### src/rtl/dram_dump_tx.sv
// Reads count bytes from DRAM starting at base_addr and sends them as 8N1 UART frames on tx.
// Latency: the first start bit goes out 2 cycles after start is accepted; each frame is 10*CLKS_PER_BIT cycles, with 2 idle-high cycles between frames.
// Backpressure: none; start is accepted only in IDLE while not busy, and input changes while busy are ignored.
//
// Ports:
//   clk, rst        - single clock; asynchronous active-low reset
//   start           - dump request; base_addr/count are latched when it is accepted
//   base_addr/count - first DRAM address and byte count
//   mem_addr/mem_q  - registered DRAM read address; read data is sampled 2 edges later
//   busy/done       - busy spans start acceptance through the done pulse
//   tx              - registered UART line, idle high, LSB first
module dram_dump_tx #(
  parameter int CLKS_PER_BIT = 434
) (
  input  logic       clk,
  input  logic       rst,
  input  logic       start,
  input  logic [7:0] base_addr,
  input  logic [7:0] count,
  output logic [7:0] mem_addr,
  input  logic [7:0] mem_q,
  output logic       busy,
  output logic       done,
  output logic       tx
);

  localparam int            CW       = (CLKS_PER_BIT > 1) ? $clog2(CLKS_PER_BIT) : 1;
  localparam logic [CW-1:0] BIT_LAST = CW'(CLKS_PER_BIT - 1);

  typedef enum logic [2:0] {IDLE, FETCH, WAIT, START, DATA, STOP, FIN} state_t;

  state_t        state;
  logic [7:0]    base_r;
  logic [7:0]    count_r;
  logic [7:0]    shreg;
  logic [8:0]    index;      // 9 bits so that index can reach 255 and still compare against count
  logic [CW-1:0] bit_cnt;
  logic [2:0]    bit_idx;

  logic [8:0]    index_nxt;
  logic          bit_end;

  assign index_nxt = index + 9'd1;
  assign bit_end   = (bit_cnt == BIT_LAST);

  always_ff @(posedge clk or negedge rst) begin
    if (!rst) begin
      state    <= IDLE;
      base_r   <= 8'h00;
      count_r  <= 8'h00;
      shreg    <= 8'h00;
      index    <= 9'd0;
      bit_cnt  <= '0;
      bit_idx  <= 3'd0;
      mem_addr <= 8'h00;
      busy     <= 1'b0;
      done     <= 1'b0;
      tx       <= 1'b1;
    end else begin
      case (state)
        IDLE: begin
          done <= 1'b0;
          // busy is still high in the cycle carrying done; clear it here and
          // only accept a new request once it has dropped.
          if (busy) begin
            busy <= 1'b0;
          end else if (start) begin
            base_r   <= base_addr;
            count_r  <= count;
            index    <= 9'd0;
            busy     <= 1'b1;
            // Address is set on entry to FETCH so the data is ready at the end of WAIT.
            mem_addr <= base_addr;
            state    <= (count == 8'h00) ? FIN : FETCH;
          end
        end

        FETCH: state <= WAIT;

        WAIT: begin
          shreg   <= mem_q;
          bit_cnt <= '0;
          tx      <= 1'b0;
          state   <= START;
        end

        START: begin
          if (bit_end) begin
            bit_cnt <= '0;
            bit_idx <= 3'd0;
            tx      <= shreg[0];
            state   <= DATA;
          end else begin
            bit_cnt <= bit_cnt + 1'b1;
          end
        end

        DATA: begin
          if (bit_end) begin
            bit_cnt <= '0;
            if (bit_idx == 3'd7) begin
              tx    <= 1'b1;
              state <= STOP;
            end else begin
              shreg   <= {1'b0, shreg[7:1]};
              tx      <= shreg[1];
              bit_idx <= bit_idx + 3'd1;
            end
          end else begin
            bit_cnt <= bit_cnt + 1'b1;
          end
        end

        STOP: begin
          if (bit_end) begin
            bit_cnt <= '0;
            index   <= index_nxt;
            if (index_nxt < {1'b0, count_r}) begin
              mem_addr <= base_r + index_nxt[7:0];
              state    <= FETCH;
            end else begin
              state <= FIN;
            end
          end else begin
            bit_cnt <= bit_cnt + 1'b1;
          end
        end

        FIN: begin
          done  <= 1'b1;
          state <= IDLE;
        end

        default: state <= IDLE;
      endcase
    end
  end

endmodule

### config.mk
export PLATFORM = sky130hd
export DESIGN_NAME = dram_dump_tx
export DESIGN_NICKNAME = d
export VERILOG_FILES = /design/src/rtl/dram_dump_tx.sv
export SDC_FILE = /design/constraint.sdc
export NUM_CORES = 1
export LEC_CHECK = 0
export CAP_MARGIN = 10
export CORE_UTILIZATION = 35
export DETAILED_ROUTE_END_ITERATION = 7
export GPL_ROUTABILITY_DRIVEN = 0
export PLACE_DENSITY = 0.65
export SLEW_MARGIN = 20
export SYNTH_ARGS = -nofsm -noshare
export SYNTH_HDL_FRONTEND = slang
export SYNTH_SLANG_ARGS = --single-unit
### constraint.sdc
create_clock -name clk -period 3.1 [get_ports clk]
set_input_delay 0.62 -clock clk [delete_from_list [all_inputs] [get_ports clk]]
set_output_delay 0.62 -clock clk [all_outputs]
set_load 0.01 [all_outputs]
# After elaboration in Yosys (flattened, before gate mapping)
# Cells that the tools add are included.
word_totals:
  register_bits: 59
  input_bits: 27
classes:
  addsub: 4
  eq_ne: 16
  n_mux: 34
  n_lt_le_gt_ge: 1
  n_reduce_logical: 16
  n_bitwise: 1
op_table:
  columns: ["op", "n"]
  rows:
  - ["8-bit 2-to-1 mux", 6]
  - ["9-bit 2-to-1 mux", 4]
  - ["9-bit case mux with 2 select lines", 2]
  - ["3-bit 2-to-1 mux", 11]
  - ["8-bit case mux with 2 select lines", 2]
  - ["9-bit by 1-bit adder with 9-bit output, second input constant", 2]
  - ["3-bit case mux with 6 select lines", 1]
  - ["2-bit inequality test, second input constant", 8]
  - ["3-bit equality test, second input constant", 4]
  - ["2-bit nonzero test", 5]
  - ["9-bit equality test, second input constant", 1]
  - ["9-bit by 8-bit less-than comparator with 1-bit output", 1]
  - ["3-bit AND reduction", 3]
  - ["8-bit adder", 1]
  - ["8-bit logical NOT", 1]
  - ["4-bit AND reduction", 2]
  - ["3-bit by 2-bit equality test with 1-bit output, second input constant", 2]
  - ["3-bit case mux with 2 select lines", 1]
  - ["6-bit AND reduction", 1]
  - ["1-bit 2-to-1 mux", 5]
  - ["5-bit AND reduction", 1]
  - ["3-bit by 1-bit adder with 3-bit output, second input constant", 1]
  - ["3-bit by 1-bit equality test with 1-bit output, second input constant", 1]
  - ["3-bit logical NOT", 1]
  - ["5 further kinds", 5]

# Longest topological paths before layout
# Gate-level depths: netlist (run 1).
depth:
  word_depth: 5
  mapped_depth: 10
  depth_no_buf: 10

# Worst setup path after synthesis (run 1)
# Ideal clock, no wire load.
synth_timing:
  path_type: "reg-to-reg"
  startpoint: "register index[2]"
  endpoint: "register mem_addr[0]"
  required_ns: 2.975
  slack_ns: 0.507
  n_path_buf: 0
  stages_incl_launch_ff: 11
  synth_period_minus_slack_ns: 2.593
  setup_time_ns: 0.125
  t_arrival_ns: 2.469
  cell_sequence: "dfrtp_1 > and4_1 > and4_1 > xor2_1 > ha_1 > and3_1 > nand3_1 > o21ai_0 > nor2_1 > a21boi_2 > mux2_2"
synth_between:
  elab_chain_len: 4
synth_lines:
  columns: ["item", "line_no", "text"]
  rows:
  - ["from (decl)", "36", "logic [8:0] index;"]
  - ["from (signal assigned)", "117", "index <= index_nxt;"]
  - ["9-bit by 1-bit adder with 9-bit output", "43", "assign index_nxt = index + 9'd1;"]
  - ["9-bit by 8-bit less-than comparator with 1-bit output", "118", "if (index_nxt < {1'b0, count_r}) begin"]
  - ["2-bit inequality test (no line)", null, null]
  - ["5-bit AND reduction (no line)", null, null]
  - ["to (signal assigned)", "73", "mem_addr <= base_addr;"]
  - ["to (signal assigned)", "119", "mem_addr <= base_r + index_nxt[7:0];"]
  - ["to (decl)", "20", "output logic [7:0] mem_addr,"]
# Every way passes these cells.
# A chain may end at the register's enable or synchronous reset.

# Final worst setup path (run 1)
# Same ends and word-level chain as after synthesis.

==> results of run 1 <==
-- cell type report --
cell class / count / area share, %
clock buffer: 10 / 3.33
multi-input combinational: 272 / 43.8
clock inverter: 6 / 1.57
tap: 129 / 3.90
sequential: 59 / 35.7
inverter: 15 / 1.36
timing repair buffer: 45 / 10.3
-- placed cells by master, fill, tap and decap left out, drive strengths merged, types with 3 or more instances in the layout --
cell | netlist | final
a21o | 5 | 5
a21oi | 11 | 11
a31oi | 9 | 9
and3 | 7 | 7
and4 | 3 | 3
buf | 4 | 9
clkbuf | 9 | 10
clkdlybuf4s50 | 0 | 36
clkinvlp | 0 | 4
dfrtp | 58 | 58
ha | 19 | 19
inv | 15 | 15
mux2 | 25 | 25
nand2 | 58 | 58
nand2b | 8 | 8
nand3 | 10 | 10
nor2 | 29 | 29
nor3 | 3 | 3
o21ai | 42 | 42
or4 | 3 | 3
xnor2 | 7 | 7
xor2 | 7 | 7
-- critical path, delay by kind of cell (launching register included) --
| kind | cells | cell delay (ps) |
|---|---|---|
| and+or+nand+nor | 4 | 940 |
| xor gates and xnor gates | 1 | 200 |
| adders and majority gates | 1 | 270 |
| muxes | 1 | 280 |
| DFF | 1 | 440 |
| buffers and inverters | 1 | 190 |
| AOI/OAI and AO/OA | 3 | 470 |
-- cells by family after synthesis --
kind of cell | Yosys count | synth area share, %
muxes | 25 | 8.29
DFF | 59 | 43.5
and+or+nand+nor | 131 | 18.2
xor gates and xnor gates | 15 | 4.28
buffers and inverters | 28 | 3.57
AOI/OAI and AO/OA | 81 | 14.6
adders and majority gates | 20 | 7.59
-- worst max-delay path by stage --
stage	start	to	slack (ps)	depth (start not counted)
3_5_place_dp	index[0]	mem_addr[0]	200	11
3_3_place_gp	index[2]	mem_addr[2]	300	11
4_1_cts	index[0]	mem_addr[0]	180	11
2_1_floorplan	index[2]	mem_addr[0]	510	10
6_report	index[2]	mem_addr[0]	200	11
5_1_grt	index[2]	mem_addr[6]	30	11
-- power by group through the flow --
stage          Combinational (mW)  Clock [mW]  Sequential, mW
3_3_place_gp               0.0589           0           0.784
3_5_place_dp               0.0593           0           0.784
5_1_grt                    0.0653       0.780           0.769
6_report                   0.0575       0.724           0.769
2_1_floorplan             0.00505           0           0.784
4_1_cts                    0.0595       0.742           0.769
-- state kept, by name, summed over array words and instances, names as in the netlist --
name	cells
busy	1
tx	1
state	3
bit_cnt	9
base_r	8
mem_addr	8
done	1
index	9
shreg	8
bit_idx	3
count_r	8
-- through the flow --
stage	instance area, um^2	power (mW)	util [%]	std cells	worst slack, ps
final	4130	1.55	44.3	536	200
after global routing	4130	1.61	44.3	536	32.3
after CTS	4120	1.57	44.2	536	183
after detailed placement	3920	0.843	42.0	520	201
after global placement	3920	0.843	42.0	520	304
after floorplan	3390	0.789	-	359	507
-- per-layer routing --
layer	global-route usage [%]	vias to the layer above
met2	26.0	44
met5	0	-
met1	20.0	1295
met3	4.79	6
li1	-	1351
met4	4.35	0
==> reports/results.tsv, run 1 <==
stage	metric	value	unit
routing	count of vias placed by the detailed router	2696	
setup_path	reg2reg start	index[2]	
global_routing	vias in the first global route	2644	
sta	RSZ-0062 raised after global routing	no	
final_layout	Layout Nets	449	
routing	met3 routed wirelength	245	um
power	share of power burned in registers	49.6	%
sta	slew at the pin closest to its max-slew limit	958	ps
cts	cts bufs inserted	9	
global_routing	global-route wire length before repair	12.4	mm
routing	final routed wirelength across all metal layers	7.20	mm
final_layout	fraction of layout instances using a drive strength above 1	14.7	%
die	die span in y	100	um
setup_path	critical path, cell by cell	and4_1, and4_1, xor2_1, ha_1, and3_1, a221oi_1, o21ai_0, nor2_1, a21boi_2, buf_4, mux2_2	
setup_path	Most common cell on crit path	and4_1	
cts	number of buffers inserted to repair setup after CTS	0	
cts	clock latency at the later pin of the worst-skew pair	350	ps
final_layout	layout overhead on the synthesized area	21.8	%
sta	Layout Skew	7.78	ps
logic_synthesis	top cell type's share of synthesized area	42.8	%
routing	final antenna-violating net count	0	
logic_synthesis	number of cells produced by synthesis	359	
global_routing	Congestion Overflow GR	0	
logic_synthesis	dominant cell type by area after synthesis	dfrtp_1	
power	internal power of the cells	1.19	mW
logic_synthesis	prevailing post-synth register cell	dfrtp_1	
global_routing	antenna violations before repair	0	
sta	post-route fraction of the period consumed by the critical path	93.6	%
routing	met1 wire length	3.35	mm
sta	shortest clock period the worst path allows after layout	2900	ps
logic_synthesis	number of nets in the synthesized netlist	406	
die	Cell Rows	35	
flow_run	# Max-Cap Violations	0	
routing	routed wirelength normalized by instance count	13.4	um
place	placed wire-length estimate after detailed placement	5.25	mm
routing	remaining routing DRC violations	0	
setup_path	crit end category	flop	
setup_path	Slowest Stage Delay on Critical Path	440	ps
cts	PostCTS Resize Cnt	0	
sta	final-report hold violation count	0	
routing	first-pass iteration count of the detailed router	4	
logic_synthesis	fraction of the yosys area taken by sequential cells	43.5	%
logic_synthesis	largest cells by area after synthesis	dfrtp_1 43%, mux2_2 8.3%, ha_1 7.0%	
setup_path	Crit-path slowest cell	dfrtp_1	
routing	number of violations reported at the end of detailed-routing iteration 0	126	
logic_synthesis	post-synth design cell area	3390	um^2
cts	TritonCTS Sinks	59	
power	leakage dissipation	1.83	nW
global_routing	largest net degree at the start of global routing	37	
cts	H-tree levels	3	
power	clock share of power	46.7	%
power	Switching Power	0.358	mW
logic_synthesis	Post-synth EDFFs	0	
setup_path	length in cells of the worst reg-to-reg path	11	
sta	Fin Setup TNS	0	ps
power	Power per Cell Area	375	nW/um^2
cts	number of hold buffers added after CTS	0	
setup_path	critical path arrival	3130	ps
setup_path	biggest fanout along the worst timing path	8	
final_layout	multi-input combinational cell area	1810	um^2
routing	highest routed metal layer	met4	
sta	Achievable Freq	345	MHz
die	initial standard-cell utilization of the core	36.4	%
logic_synthesis	post-synthesis area per instance	9.46	um^2
setup_path	data required time at the worst endpoint	3330	ps
cts	CTS tree	yes	
sta	worst slew margin relative to its limit	35.7	%
setup_path	endpoint of the most critical register-to-register path	mem_addr[0]	
die	number of top-level pins	38	
cts	maximum count of clock buffers along a single path	2	
logic_synthesis	FFs w/ async S/R, synth	100	%
setup_path	reg-to-reg setup timing slack	200	ps
logic_synthesis	top cells by instance count after synthesis	58 x dfrtp_1, 58 x nand2_1, 41 x o21ai_0, 28 x nor2_1, 25 x mux2_2	
cts	clock-pin slew on the worst setup and hold paths	70	ps
die	Core Region	9330	um^2
sta	total count of max-transition violations in the final report	0	
sta	final hold slack	376	ps
setup_path	startpoint type of the worst setup path	flop	
routing	wire length on met2	3.53	mm
place	number of port buffers	37	
outcome	status	finished clean	
power	combinational share of power	3.7	%
logic_synthesis	post-synthesis register bit count	59	
global_routing	all-layer global routing usage	15.7	%
power	net switching share of the total power	23.1	%
final_layout	area used by sequential logic in the layout	1480	um^2
setup_path	kind of critical path	reg2reg	
cts	clock tree root buffer cell	clkbuf_8	
min_path	path class of the lowest-slack min-delay path	in2async	
final_layout	final antenna diode count	0	
logic_synthesis	number of distinct standard cells referenced by the synthesized netlist	50	
die	DIE AREA	10100	um^2
routing	Vias/cell	5.03	
logic_synthesis	count of synthesis-stage warnings from yosys	0	
power	Worst VDD drop	216	uV
final_layout	Fill cells	897	
die	floorplan die width	100	um
sta	final setup violation count	0	
Power figures use the tool's default switching activity.
==> run 2, diff against run 1 <==
- clock period: 3.1 -> 3.16 ns (I/O delays scaled with it)
==> reports/results.tsv, run 2 (synthesized netlist as in run 1, its figures left out) <==
stage	metric	value	unit
die	DIE AREA	10100	um^2
final_layout	fraction of layout instances using a drive strength above 1	14.5	%
sta	final-report hold violation count	0	
setup_path	critical path, cell by cell	and4_1, and4_1, xor2_1, ha_1, and3_1, a221oi_1, o21ai_0, nor2_1, a21boi_2, buf_4, mux2_2	
sta	Achievable Freq	347	MHz
cts	cts bufs inserted	9	
cts	TritonCTS Sinks	59	
routing	Vias/cell	4.96	
final_layout	Layout Nets	448	
power	share of power burned in registers	50.1	%
die	number of top-level pins	38	
setup_path	Crit-path slowest cell	dfrtp_1	
final_layout	layout overhead on the synthesized area	21.6	%
routing	remaining routing DRC violations	0	
global_routing	global-route wire length before repair	12.3	mm
setup_path	buffers and inverters on the worst path	1	
cts	clock latency at the later pin of the worst-skew pair	340	ps
power	net switching share of the total power	22.3	%
power	combinational share of power	3.7	%
min_path	path class of the lowest-slack min-delay path	in2async	
sta	post-route fraction of the period consumed by the critical path	91.1	%
setup_path	Crit path max-delay family	simple AND/OR/NAND/NOR gates	
routing	first-pass iteration count of the detailed router	4	
sta	final hold slack	280	ps
final_layout	registers with the highest flip-flop counts	bit_cnt: 9 flops, index: 9 flops	
final_layout	final antenna diode count	0	
cts	maximum count of clock buffers along a single path	2	
place	number of port buffers	37	
outcome	status	finished clean	
setup_path	critical path arrival	3100	ps
setup_path	data required time at the worst endpoint	3380	ps
final_layout	most frequent cells in the layout	58 x nand2_1, 58 x dfrtp_1, 41 x o21ai_0, 36 x clkdlybuf4s50_1, 28 x nor2_1	
setup_path	Most common cell on crit path	and4_1	
routing	number of violations reported at the end of detailed-routing iteration 0	94	
power	leakage dissipation	1.84	nW
die	Core Region	9330	um^2
place	placed wire-length estimate after detailed placement	5.25	mm
cts	clock-pin slew on the worst setup and hold paths	80	ps
cts	CTS tree	yes	
die	floorplan die width	100	um
die	initial standard-cell utilization of the core	36.4	%
sta	shortest clock period the worst path allows after layout	2880	ps
global_routing	all-layer global routing usage	15.8	%
power	Switching Power	0.336	mW
sta	Layout Skew	15.1	ps
power	clock share of power	46.2	%
setup_path	biggest fanout along the worst timing path	8	
routing	final antenna-violating net count	0	
global_routing	largest net degree at the start of global routing	45	
power	Power per Cell Area	365	nW/um^2
sta	slew at the pin closest to its max-slew limit	974	ps
cts	H-tree levels	3	
power	Worst VDD drop	176	uV
global_routing	vias in the first global route	2662	
sta	Fin Setup TNS	0	ps
cts	number of buffers inserted to repair setup after CTS	0	
flow_run	# Max-Cap Violations	0	
global_routing	antenna violations before repair	0	
routing	routed wirelength normalized by instance count	13.4	um
sta	worst slew margin relative to its limit	34.6	%
cts	clock tree root buffer cell	clkbuf_8	
die	Cell Rows	35	
setup_path	Slowest Stage Delay on Critical Path	430	ps
sta	RSZ-0062 raised after global routing	no	
setup_path	kind of critical path	reg2reg	
sta	total count of max-transition violations in the final report	0	
routing	count of vias placed by the detailed router	2654	
setup_path	startpoint type of the worst setup path	flop	
routing	final routed wirelength across all metal layers	7.19	mm
sta	final setup violation count	0	
setup_path	crit end category	flop	
die	die span in y	100	um
global_routing	Congestion Overflow GR	0	
power	internal power of the cells	1.17	mW
## run 2: stage by stage
step	utilization (%)	instance area (um^2)	cells	total power [mW]	worst slack, ps
2_1_floorplan	-	3390	359	0.774	567
3_3_place_gp	41.9	3910	519	0.827	363
3_5_place_dp	41.9	3910	519	0.827	244
4_1_cts	44.1	4110	535	1.53	216
5_1_grt	44.3	4130	535	1.57	39.2
6_report	44.3	4130	535	1.51	280
## run 2: worst paths after layout
check,to,slack [ps],cells past startpoint,startpoint
min reg2reg,count_r[3],510,1,count_r[3]
max reg2reg,mem_addr[7],280,11,index[2]
min,base_r[3],280,1,rst
min in group clk,count_r[3],510,1,count_r[3]
max in group asynchronous,mem_addr[7],2290,2,rst
max,mem_addr[7],280,11,index[2]
## run 2: worst reg2reg max path: stages, from the launching register on
cell	delay (ps)
dfrtp_1	430
and4_1	250
and4_1	250
xor2_1	210
ha_1	270
and3_1	200
a221oi_1	220
o21ai_0	160
nor2_1	230
a21boi_2	70
buf_4	190
mux2_2	290
## run 2: final cells by class
| type | count | area, um^2 |
|---|---|---|
| Fill cell | 921 | 5200 |
| Multi-Input combinational cell | 272 | 1810 |
| Sequential cell | 59 | 1480 |
| Timing Repair Buffer | 44 | 420 |
| Tap cell | 129 | 161 |
| Clock buffer | 10 | 138 |
| Clock inverter | 6 | 65.1 |
| Inverter | 15 | 56.3 |
## run 2: power by group through the flow
stage	Combinational (mW)	Clock, mW	Sequential [mW]
floorplan	0.00496	0	0.770
global placement	0.0574	0	0.769
detailed placement	0.0577	0	0.769
CTS	0.0582	0.719	0.755
global route	0.0638	0.755	0.754
finish	0.0563	0.696	0.755
## run 2: repair_timing
item / CTS / global route
hold buffers: 0 / 0
endpoints found under the setup margin: 0 / 5
resized for setup: 0 / 2
## run 2: layer usage
layer / GRT usage [%] / up-vias / wire [um]
met2: 25.3 / 41 / 3370
met3: 4.16 / 7 / 215
met4: 5.35 / 0 / 105
met5: 0 / - / 0
li1: - / 1350 / -
met1: 20.8 / 1256 / 3500
==> run 3, diff against run 2 <==
- SETUP_SLACK_MARGIN: unset -> 0.5
==> reports/results.tsv, run 3 (synthesized netlist as in run 1, its figures left out) <==
stage	metric	value	unit
outcome	status	finished clean	
global_routing	all-layer global routing usage	16.4	%
cts	number of hold buffers added after CTS	0	
final_layout	registers with the highest flip-flop counts	bit_cnt: 9 flops, index: 9 flops	
die	floorplan die width	100	um
routing	count of vias placed by the detailed router	2772	
sta	shortest clock period the worst path allows after layout	2640	ps
cts	CTS tree	yes	
setup_path	reg-to-reg setup timing slack	520	ps
setup_path	data required time at the worst endpoint	3380	ps
die	number of top-level pins	38	
power	leakage dissipation	1.95	nW
sta	slew at the pin closest to its max-slew limit	980	ps
power	Total Power	1.51	mW
die	initial standard-cell utilization of the core	36.4	%
sta	Achievable Freq	379	MHz
sta	Fin Setup TNS	0	ps
power	Worst VDD drop	176	uV
die	Core Region	9330	um^2
die	DIE AREA	10100	um^2
global_routing	antenna violations before repair	0	
cts	cts bufs inserted	9	
final_layout	fraction of layout instances using a drive strength above 1	21.1	%
routing	final routed wirelength across all metal layers	7.65	mm
setup_path	length in cells of the worst reg-to-reg path	11	
routing	remaining routing DRC violations	0	
place	placed wire-length estimate after detailed placement	5.25	mm
sta	post-route fraction of the period consumed by the critical path	83.5	%
final_layout	Layout Nets	464	
sta	total count of max-transition violations in the final report	0	
sta	RSZ-0062 raised after global routing	yes	
global_routing	global-route wire length before repair	12.8	mm
setup_path	startpoint type of the worst setup path	flop	
setup_path	biggest fanout along the worst timing path	8	
final_layout	final antenna diode count	0	
global_routing	vias in the first global route	2746	
sta	Layout Skew	14.8	ps
setup_path	endpoint of the most critical register-to-register path	mem_addr[7]	
cts	clock tree root buffer cell	clkbuf_8	
cts	clock latency at the later pin of the worst-skew pair	340	ps
cts	H-tree levels	3	
routing	Vias/cell	5.03	
routing	first-pass iteration count of the detailed router	4	
min_path	path class of the lowest-slack min-delay path	in2async	
setup_path	critical path arrival	2860	ps
sta	worst slew margin relative to its limit	34.3	%
sta	final setup violation count	0	
cts	TritonCTS Sinks	59	
flow_run	# Max-Cap Violations	0	
global_routing	largest net degree at the start of global routing	45	
die	die span in y	100	um
setup_path	reg2reg start	index[4]	
routing	number of violations reported at the end of detailed-routing iteration 0	116	
setup_path	crit end category	flop	
die	Cell Rows	35	
setup_path	kind of critical path	reg2reg	
cts	maximum count of clock buffers along a single path	2	
sta	final-report hold violation count	0	
routing	final antenna-violating net count	0	
final_layout	layout overhead on the synthesized area	27.5	%
place	number of port buffers	37	
routing	routed wirelength normalized by instance count	13.9	um
cts	clock-pin slew on the worst setup and hold paths	80	ps
power	Power per Cell Area	348	nW/um^2
global_routing	Congestion Overflow GR	0	
final_layout	most frequent cells in the layout	57 x nand2_1, 57 x dfrtp_1, 40 x o21ai_0, 36 x clkdlybuf4s50_1, 27 x nor2_1	
==> run 3: changes by cell type in the layout (fill, tap and decap cells not counted), sizes merged <==
| cell | before | now |
|---|---|---|
| buf | 8 | 24 |
==> run 3: area by class of cell <==
class | count | area, um^2
Tap cell | 129 | 161
Clock inverter | 6 | 65.1
Multi-Input combinational cell | 272 | 1880
Fill cell | 896 | 5000
Inverter | 15 | 56.3
Clock buffer | 10 | 138
Sequential cell | 59 | 1480
Timing Repair Buffer | 60 | 548
==> run 3: worst max path at each step <==
stage               cells past startpoint     endpoint     start
floorplan                              10  mem_addr[0]  index[2]
global placement                       11  mem_addr[2]  index[2]
detailed placement                     11  mem_addr[7]  index[0]
CTS                                    11  mem_addr[7]  index[4]
global route                           11  mem_addr[7]  index[4]
finish                                 11  mem_addr[7]  index[4]
==> run 3: power breakdown <==
group          total [mW]  switching, mW  internal (mW)  leakage, nW
registers           0.755              0          0.755        0.711
logic              0.0563         0.0242         0.0321         1.13
clock network       0.697          0.312          0.385        0.102
total                1.51          0.336           1.17         1.95
==> run 3: what timing repair did <==
item                                    4_1_cts  5_1_grt
buffers inserted                             13        3
resized for setup                             5       15
endpoints found under the hold margin         0        0
endpoints found under the setup margin        9       11
pin swaps                                     5        9
==> run 3: through the flow <==
stage	setup slack, ps	utilization [%]	hold WS (ps)	area (um^2)	cells
after floorplan	567	-	336	3390	359
after global placement	363	41.9	489	3910	519
after detailed placement	244	41.9	494	3910	519
after CTS	502	45.3	491	4230	548
after global routing	380	46.4	314	4330	551
final	522	46.4	282	4330	551
==> run 3: per-layer routing <==
metal	wire, um	GRT usage, %	share of wire (%)	up-vias
li1	-	-	-	1383
met3	231	4.16	3.0	9
met4	127	5.35	1.7	0
met2	3700	26.8	48	54
met5	0	0	0	-
met1	3580	21.2	47	1326
==> run 3: critical path, stage by stage, from the launching register on <==
cell      delay [ps]
dfrtp_1          390
and4_4           240
and4_4           220
xor2_2           160
ha_1             270
and3_4           190
a221oi_2         280
o21ai_2          110
nor2_2           150
a21boi_2          70
buf_6            160
mux2_2           280
